**src/rtl/ps2_keyboard.sv**
```systemverilog
// ps2_keyboard: PS/2 receiver and scan-code set 2 decoder. Holds the Hack key
// code of the most recently pressed mapped key, 0 when none is held.
// Optional build macro: PS2_PARITY_CHECK_EN (enforce odd frame parity).
module ps2_keyboard #(
    parameter int unsigned TIMEOUT_CYCLES = 50000
) (
    input  logic        clock,
    input  logic        reset,
    input  logic        ps2Clk,
    input  logic        ps2Data,
    output logic [15:0] key,
    output logic        keyStrobe,
    output logic        frameErr
);

    localparam int unsigned WD_W = $clog2(TIMEOUT_CYCLES + 1);
    localparam logic [WD_W-1:0] WD_LAST = WD_W'(TIMEOUT_CYCLES - 1);

    typedef enum logic [1:0] {
        IDLE,
        DATA,
        PARITY,
        STOP
    } rx_state_e;

    logic            ps2c_s1_q, ps2c_s2_q, ps2c_d3_q;
    logic            ps2d_s1_q, ps2d_s2_q;
    logic            fall_d;
    rx_state_e       state_q;
    logic [2:0]      bit_cnt_q;
    logic [7:0]      shift_q;
    logic [WD_W-1:0] wd_q;
    logic            ext_q, brk_q;
    logic [7:0]      key_q;
    logic            strobe_q, ferr_q;
    logic            map_valid_d;
    logic [7:0]      map_code_d;
    logic            frame_ok_d;
`ifdef PS2_PARITY_CHECK_EN
    logic            parity_q;
`endif

    // Two-flop synchronisers plus a delayed clock flop for edge detection
    always_ff @(posedge clock) begin
        if (reset) begin
            ps2c_s1_q <= 1'b1;
            ps2c_s2_q <= 1'b1;
            ps2c_d3_q <= 1'b1;
            ps2d_s1_q <= 1'b1;
            ps2d_s2_q <= 1'b1;
        end else begin
            ps2c_s1_q <= ps2Clk;
            ps2c_s2_q <= ps2c_s1_q;
            ps2c_d3_q <= ps2c_s2_q;
            ps2d_s1_q <= ps2Data;
            ps2d_s2_q <= ps2d_s1_q;
        end
    end

    // Falling edge of the synchronised PS/2 clock
    always_comb fall_d = ps2c_d3_q & ~ps2c_s2_q;

    // A frame is accepted when the stop bit currently sampled is 1 (and parity is odd if enforced)
    always_comb begin
`ifdef PS2_PARITY_CHECK_EN
        frame_ok_d = ps2d_s2_q & (^{shift_q, parity_q});
`else
        frame_ok_d = ps2d_s2_q;
`endif
    end

    // Scan-code lookup; the extended table is selected only by a pending 0xE0 prefix
    always_comb begin
        map_valid_d = 1'b1;
        map_code_d  = 8'd0;
        case ({ext_q, shift_q})
            9'h01C: map_code_d = 8'd65;
            9'h032: map_code_d = 8'd66;
            9'h021: map_code_d = 8'd67;
            9'h023: map_code_d = 8'd68;
            9'h024: map_code_d = 8'd69;
            9'h02B: map_code_d = 8'd70;
            9'h034: map_code_d = 8'd71;
            9'h033: map_code_d = 8'd72;
            9'h043: map_code_d = 8'd73;
            9'h03B: map_code_d = 8'd74;
            9'h042: map_code_d = 8'd75;
            9'h04B: map_code_d = 8'd76;
            9'h03A: map_code_d = 8'd77;
            9'h031: map_code_d = 8'd78;
            9'h044: map_code_d = 8'd79;
            9'h04D: map_code_d = 8'd80;
            9'h015: map_code_d = 8'd81;
            9'h02D: map_code_d = 8'd82;
            9'h01B: map_code_d = 8'd83;
            9'h02C: map_code_d = 8'd84;
            9'h03C: map_code_d = 8'd85;
            9'h02A: map_code_d = 8'd86;
            9'h01D: map_code_d = 8'd87;
            9'h022: map_code_d = 8'd88;
            9'h035: map_code_d = 8'd89;
            9'h01A: map_code_d = 8'd90;
            9'h045: map_code_d = 8'd48;
            9'h016: map_code_d = 8'd49;
            9'h01E: map_code_d = 8'd50;
            9'h026: map_code_d = 8'd51;
            9'h025: map_code_d = 8'd52;
            9'h02E: map_code_d = 8'd53;
            9'h036: map_code_d = 8'd54;
            9'h03D: map_code_d = 8'd55;
            9'h03E: map_code_d = 8'd56;
            9'h046: map_code_d = 8'd57;
            9'h029: map_code_d = 8'd32;
            9'h05A: map_code_d = 8'd128;
            9'h066: map_code_d = 8'd129;
            9'h076: map_code_d = 8'd140;
            9'h16B: map_code_d = 8'd130;
            9'h175: map_code_d = 8'd131;
            9'h174: map_code_d = 8'd132;
            9'h172: map_code_d = 8'd133;
            9'h16C: map_code_d = 8'd134;
            9'h169: map_code_d = 8'd135;
            9'h171: map_code_d = 8'd139;
            default: map_valid_d = 1'b0;
        endcase
    end

    // Receiver FSM, watchdog, prefix decoder and registered outputs
    always_ff @(posedge clock) begin
        if (reset) begin
            state_q   <= IDLE;
            bit_cnt_q <= '0;
            shift_q   <= '0;
            wd_q      <= '0;
            ext_q     <= 1'b0;
            brk_q     <= 1'b0;
            key_q     <= '0;
            strobe_q  <= 1'b0;
            ferr_q    <= 1'b0;
`ifdef PS2_PARITY_CHECK_EN
            parity_q  <= 1'b0;
`endif
        end else begin
            strobe_q <= 1'b0;
            ferr_q   <= 1'b0;
            if (state_q == IDLE) begin
                wd_q <= '0;
                if (fall_d && !ps2d_s2_q) begin
                    state_q   <= DATA;
                    bit_cnt_q <= '0;
                end
            end else if (fall_d) begin
                wd_q <= '0;
                case (state_q)
                    DATA: begin
                        shift_q   <= {ps2d_s2_q, shift_q[7:1]};
                        bit_cnt_q <= bit_cnt_q + 3'd1;
                        if (bit_cnt_q == 3'd7) state_q <= PARITY;
                    end
                    PARITY: begin
`ifdef PS2_PARITY_CHECK_EN
                        parity_q <= ps2d_s2_q;
`endif
                        state_q  <= STOP;
                    end
                    default: begin
                        state_q <= IDLE;
                        if (!frame_ok_d) begin
                            ferr_q <= 1'b1;
                        end else if (shift_q == 8'hE0) begin
                            ext_q <= 1'b1;
                        end else if (shift_q == 8'hF0) begin
                            brk_q <= 1'b1;
                        end else begin
                            ext_q <= 1'b0;
                            brk_q <= 1'b0;
                            if (map_valid_d) begin
                                if (brk_q) begin
                                    if (key_q == map_code_d) begin
                                        key_q    <= '0;
                                        strobe_q <= 1'b1;
                                    end
                                end else if (key_q != map_code_d) begin
                                    key_q    <= map_code_d;
                                    strobe_q <= 1'b1;
                                end
                            end
                        end
                    end
                endcase
            end else if (wd_q == WD_LAST) begin
                state_q <= IDLE;
                wd_q    <= '0;
                ferr_q  <= 1'b1;
            end else begin
                wd_q <= wd_q + WD_W'(1);
            end
        end
    end

    assign key       = {8'h00, key_q};
    assign keyStrobe = strobe_q;
    assign frameErr  = ferr_q;

endmodule

```
**config.mk**
```make
export PLATFORM = sky130hd
export DESIGN_NAME = ps2_keyboard
export DESIGN_NICKNAME = d
export VERILOG_FILES = /design/src/rtl/ps2_keyboard.sv
export SDC_FILE = /design/constraint.sdc
export NUM_CORES = 1
export LEC_CHECK = 0
export CAP_MARGIN = 10
export CORE_MARGIN = 2
export CORE_UTILIZATION = 45
export CTS_BUF_LIST = sky130_fd_sc_hd__clkbuf_8
export CTS_CLUSTER_DIAMETER = 120
export DETAILED_ROUTE_END_ITERATION = 7
export PLACE_DENSITY_LB_ADDON = 0.12
export SKIP_LAST_GASP = 1
export SLEW_MARGIN = 10
export SYNTH_ARGS = -nofsm -noshare
export SYNTH_HDL_FRONTEND = slang
export SYNTH_SLANG_ARGS = --single-unit
```
**constraint.sdc**
```tcl
create_clock -name clock -period 7.2 [get_ports clock]
set_clock_uncertainty 0.15 [all_clocks]
set_input_delay 0.72 -clock clock [delete_from_list [all_inputs] [get_ports clock]]
set_output_delay 0.72 -clock clock [all_outputs]
set_load 0.01 [all_outputs]
```
==> results.toml <==
[synthesis]
synth_seq_area_share_pct = 30.8
yosysWarnings = 0
ys_types = 57
syn-mean-instance-area_um2 = 7.69
synth-seq-cells = 46
synth.top_cells.by_count = "46 x sky130_fd_sc_hd__dfxtp_1, 43 x sky130_fd_sc_hd__nand2_1, 36 x sky130_fd_sc_hd__nor2_1, 30 x sky130_fd_sc_hd__a21oi_1, 19 x sky130_fd_sc_hd__nand3_1"
synth_edf_count = 0
synthFlopType = "sky130_fd_sc_hd__dfxtp_1"
synthesis.area_um2 = 2990
post-synth-top-area-cell = "sky130_fd_sc_hd__dfxtp_1"
async_flop_share_pct = 0
syn-instance-count = 388
fraction_of_post_synthesis_cell_area_in_the_top_cell_type_by_area_pct = 30.8
yosys.cell_count.top_type = "sky130_fd_sc_hd__dfxtp_1"
synth_top_cells_by_area = "sky130_fd_sc_hd__dfxtp_1 31%, sky130_fd_sc_hd__nand2_1 5.4%, sky130_fd_sc_hd__a21oi_1 5.0%"

[worst_setup_path]
regToRegStartpoint = "shift_q[5]$_SDFFE_PP0P_"
worst_path_class_setup = "flip-flop to flip-flop"
crit_fanout = 23
cp-startpoint = "shift_q[5]$_SDFFE_PP0P_"
worst_setup_path_end_kind = "flip-flop"
cp-endpoint = "key_q[5]$_SDFFE_PP0P_"
reg2reg_slack_ns = 2.84
crit_path_required_time_ns = 7.28
startpoint_type = "flip-flop"
timing.reg2reg.worst_path_depth = 13
critPathArrivalTime_ns = 4.44
crit-reg2reg-capture = "key_q[5]$_SDFFE_PP0P_"

[timing]
tightest_slew_ns = 1.10
period_share_pct = 60.5
fin_worst_hold_slack_ns = 0.270
setup_viol_count_final = 0
max_slew_margin_pct = 25.8
period_needed_ns = 4.36
hold_violations = 0
finalMaxSlewViolations = 0
setup_repair_after_global_routing_missed_its_margin = "no"
max_freq_mhz = 229
setup-tns-final_ns = 0

[clocking]
postCtsResizedCells = 0
clockRootBuffer = "sky130_fd_sc_hd__clkbuf_8"
h_tree_depth_reported_by_cts = 2
numClockSinks = 46
clk_pin_slew_worst_paths_ns = 0.09
cts-hold-fix-buffers = 0
clock_tree_from_tritoncts = "yes"
clock_latency_ns = 0.30
cts-buffers-inserted = 5
cts.path.max_buffers = 2
postCtsSetupRepairBufs = 0

[global_route]
grt_start_max_net_pins = 30
first_pass_grt_wire_length_mm = 11.7
grt_pass1_vias = 2428
globalRouteTotalUtil_pct = 19.6
grt_antenna_before_repair = 0
grt_overflow_total = 0

[drt]
route.vias.total = 2735
drt-pass1-iter-count = 5
post_drt_via_cell_ratio = 5.89
drcViolationCount = 0
antenna_left = 0
routed_wl_per_cell_um = 15.2
finalWirelength_mm = 7.07
drt_first_iter_violations = 175

[finish]
filler_cell_count = 637
design.final.nets = 400
multiInputGateArea_um2 = 1890
n_antenna_cell = 0
register_area_um2 = 921
drive_gt1_share_pct = 4.39
area_growth_pct = 7.12

[die]
core_region_area_um2 = 6390
die_height_um = 85.5
io_pins = 22
die-area_um2 = 7300
floorplan.rows = 29
start_util_pct = 46.7
die-width_um = 85.5

[pwr]
power_per_cell_area_nw_per_um2 = 143
power.leakage_nw = 1.10
ir_drop_mv = 0.107

[min_path]
hp-class = "flip-flop to flip-flop"
holdCritStartpoint = "ps2d_s1_q$_SDFF_PP1_"
min_delay_path_depth = 1

[placement]
gp_congestion = 0.901
detailed_place_hpwl_mm = 4.91
port_buffers = 13

[status]
outcome = "complete, no violations"

[run]
max_capacitance_violation_total = 0
worst min-delay path by stage:
stage	endpoint	slack (ns)
6_report	frame_ok_d$_SDFF_PP1_	0.27
5_1_grt	frame_ok_d$_SDFF_PP1_	0.30
4_1_cts	frame_ok_d$_SDFF_PP1_	0.28
3_5_place_dp	frame_ok_d$_SDFF_PP1_	0.26
3_3_place_gp	frame_ok_d$_SDFF_PP1_	0.26
2_1_floorplan	frame_ok_d$_SDFF_PP1_	0.24
where the power goes:
group          total (mW)  internal, mW  leakage, nW  switching (mW)
sequential          0.256         0.255        0.371        0.000774
combinational      0.0106       0.00355        0.668         0.00701
clock               0.189         0.102       0.0556          0.0870
final cells by class:
type / instances / share of cell area, %
well taps: 77 / 3.01
clock inverters: 3 / 1.29
clock buffers: 5 / 2.15
repair buffers: 15 / 4.54
flip-flops and latches: 46 / 28.8
inverters: 10 / 1.17
multi-input cells: 308 / 59.0
logic make-up (layout without fill, tap and decap cells):
kind of cell / Yosys count / after routing / synth area share (%)
xor+xnor: 23 / 23 / 6.75
buf+inv: 41 / 33 / 6.79
other cells: 1 / 8 / 0.126
compound gates: 72 / 72 / 15.4
mux: 3 / 3 / 1.01
fa+ha+maj: 10 / 10 / 4.19
flops: 46 / 46 / 30.8
simple gates: 192 / 192 / 34.9
routing by layer:
layer  track usage [%]  share of wire (%)
met4              6.49                2.2
met2              28.3                 43
met3              3.79                5.5
met1              29.0                 49
met5                 0                  0
critical path, stage by stage (launching register included):
cell                        delay (ns)
sky130_fd_sc_hd__dfxtp_1          0.89
sky130_fd_sc_hd__nor2_1           0.19
sky130_fd_sc_hd__or4b_1           0.51
sky130_fd_sc_hd__a2111oi_0        0.53
sky130_fd_sc_hd__nor4_1           0.18
sky130_fd_sc_hd__xor2_1           0.17
sky130_fd_sc_hd__nand3_1          0.11
sky130_fd_sc_hd__or2_1            0.24
sky130_fd_sc_hd__ha_1             0.18
sky130_fd_sc_hd__nor2_1           0.10
sky130_fd_sc_hd__nand2_1          0.10
sky130_fd_sc_hd__a311o_1          0.44
sky130_fd_sc_hd__or3_1            0.36
sky130_fd_sc_hd__a21oi_1          0.14
sequential cells by signal (all words and copies together), names as in the netlist, 2 cells and up:
signal	flops
wd_q	16
bit_cnt_q	3
key_q	8
shift_q	8
state_q	2
through the flow:
stage	instance area, µm²	worst slack (ns)	power, mW	std cells	utilization (%)
finish	3200	2.84	0.456	464	50.1
global route	3200	2.56	0.476	464	50.1
CTS	3200	2.92	0.463	464	50.1
detailed placement	3090	2.96	0.273	456	48.4
global placement	3090	3.01	0.273	456	48.4
floorplan	3010	3.63	0.272	395	-
layout by cell type (no fill, tap or decap), types with 4 or more instances in the layout:
cell                              instances
sky130_fd_sc_hd__dfxtp_1                 46
sky130_fd_sc_hd__nand2_1                 43
sky130_fd_sc_hd__nor2_1                  36
sky130_fd_sc_hd__a21oi_1                 30
sky130_fd_sc_hd__nand3_1                 19
sky130_fd_sc_hd__clkdlybuf4s50_1         13
sky130_fd_sc_hd__xor2_1                  12
sky130_fd_sc_hd__and3_1                  12
sky130_fd_sc_hd__nor2b_1                 11
sky130_fd_sc_hd__o21ai_0                 11
sky130_fd_sc_hd__inv_1                   11
sky130_fd_sc_hd__xnor2_1                 11
sky130_fd_sc_hd__ha_1                    10
sky130_fd_sc_hd__nand4_1                  9
sky130_fd_sc_hd__or3_1                    9
sky130_fd_sc_hd__nor3_1                   8
sky130_fd_sc_hd__conb_1                   8
sky130_fd_sc_hd__nor4_1                   7
sky130_fd_sc_hd__nand2b_1                 6
sky130_fd_sc_hd__nor4b_1                  6
sky130_fd_sc_hd__a211oi_1                 5
sky130_fd_sc_hd__or2_2                    5
sky130_fd_sc_hd__clkbuf_8                 5
sky130_fd_sc_hd__nor3b_1                  4
(Power assumes the default switching activity.)
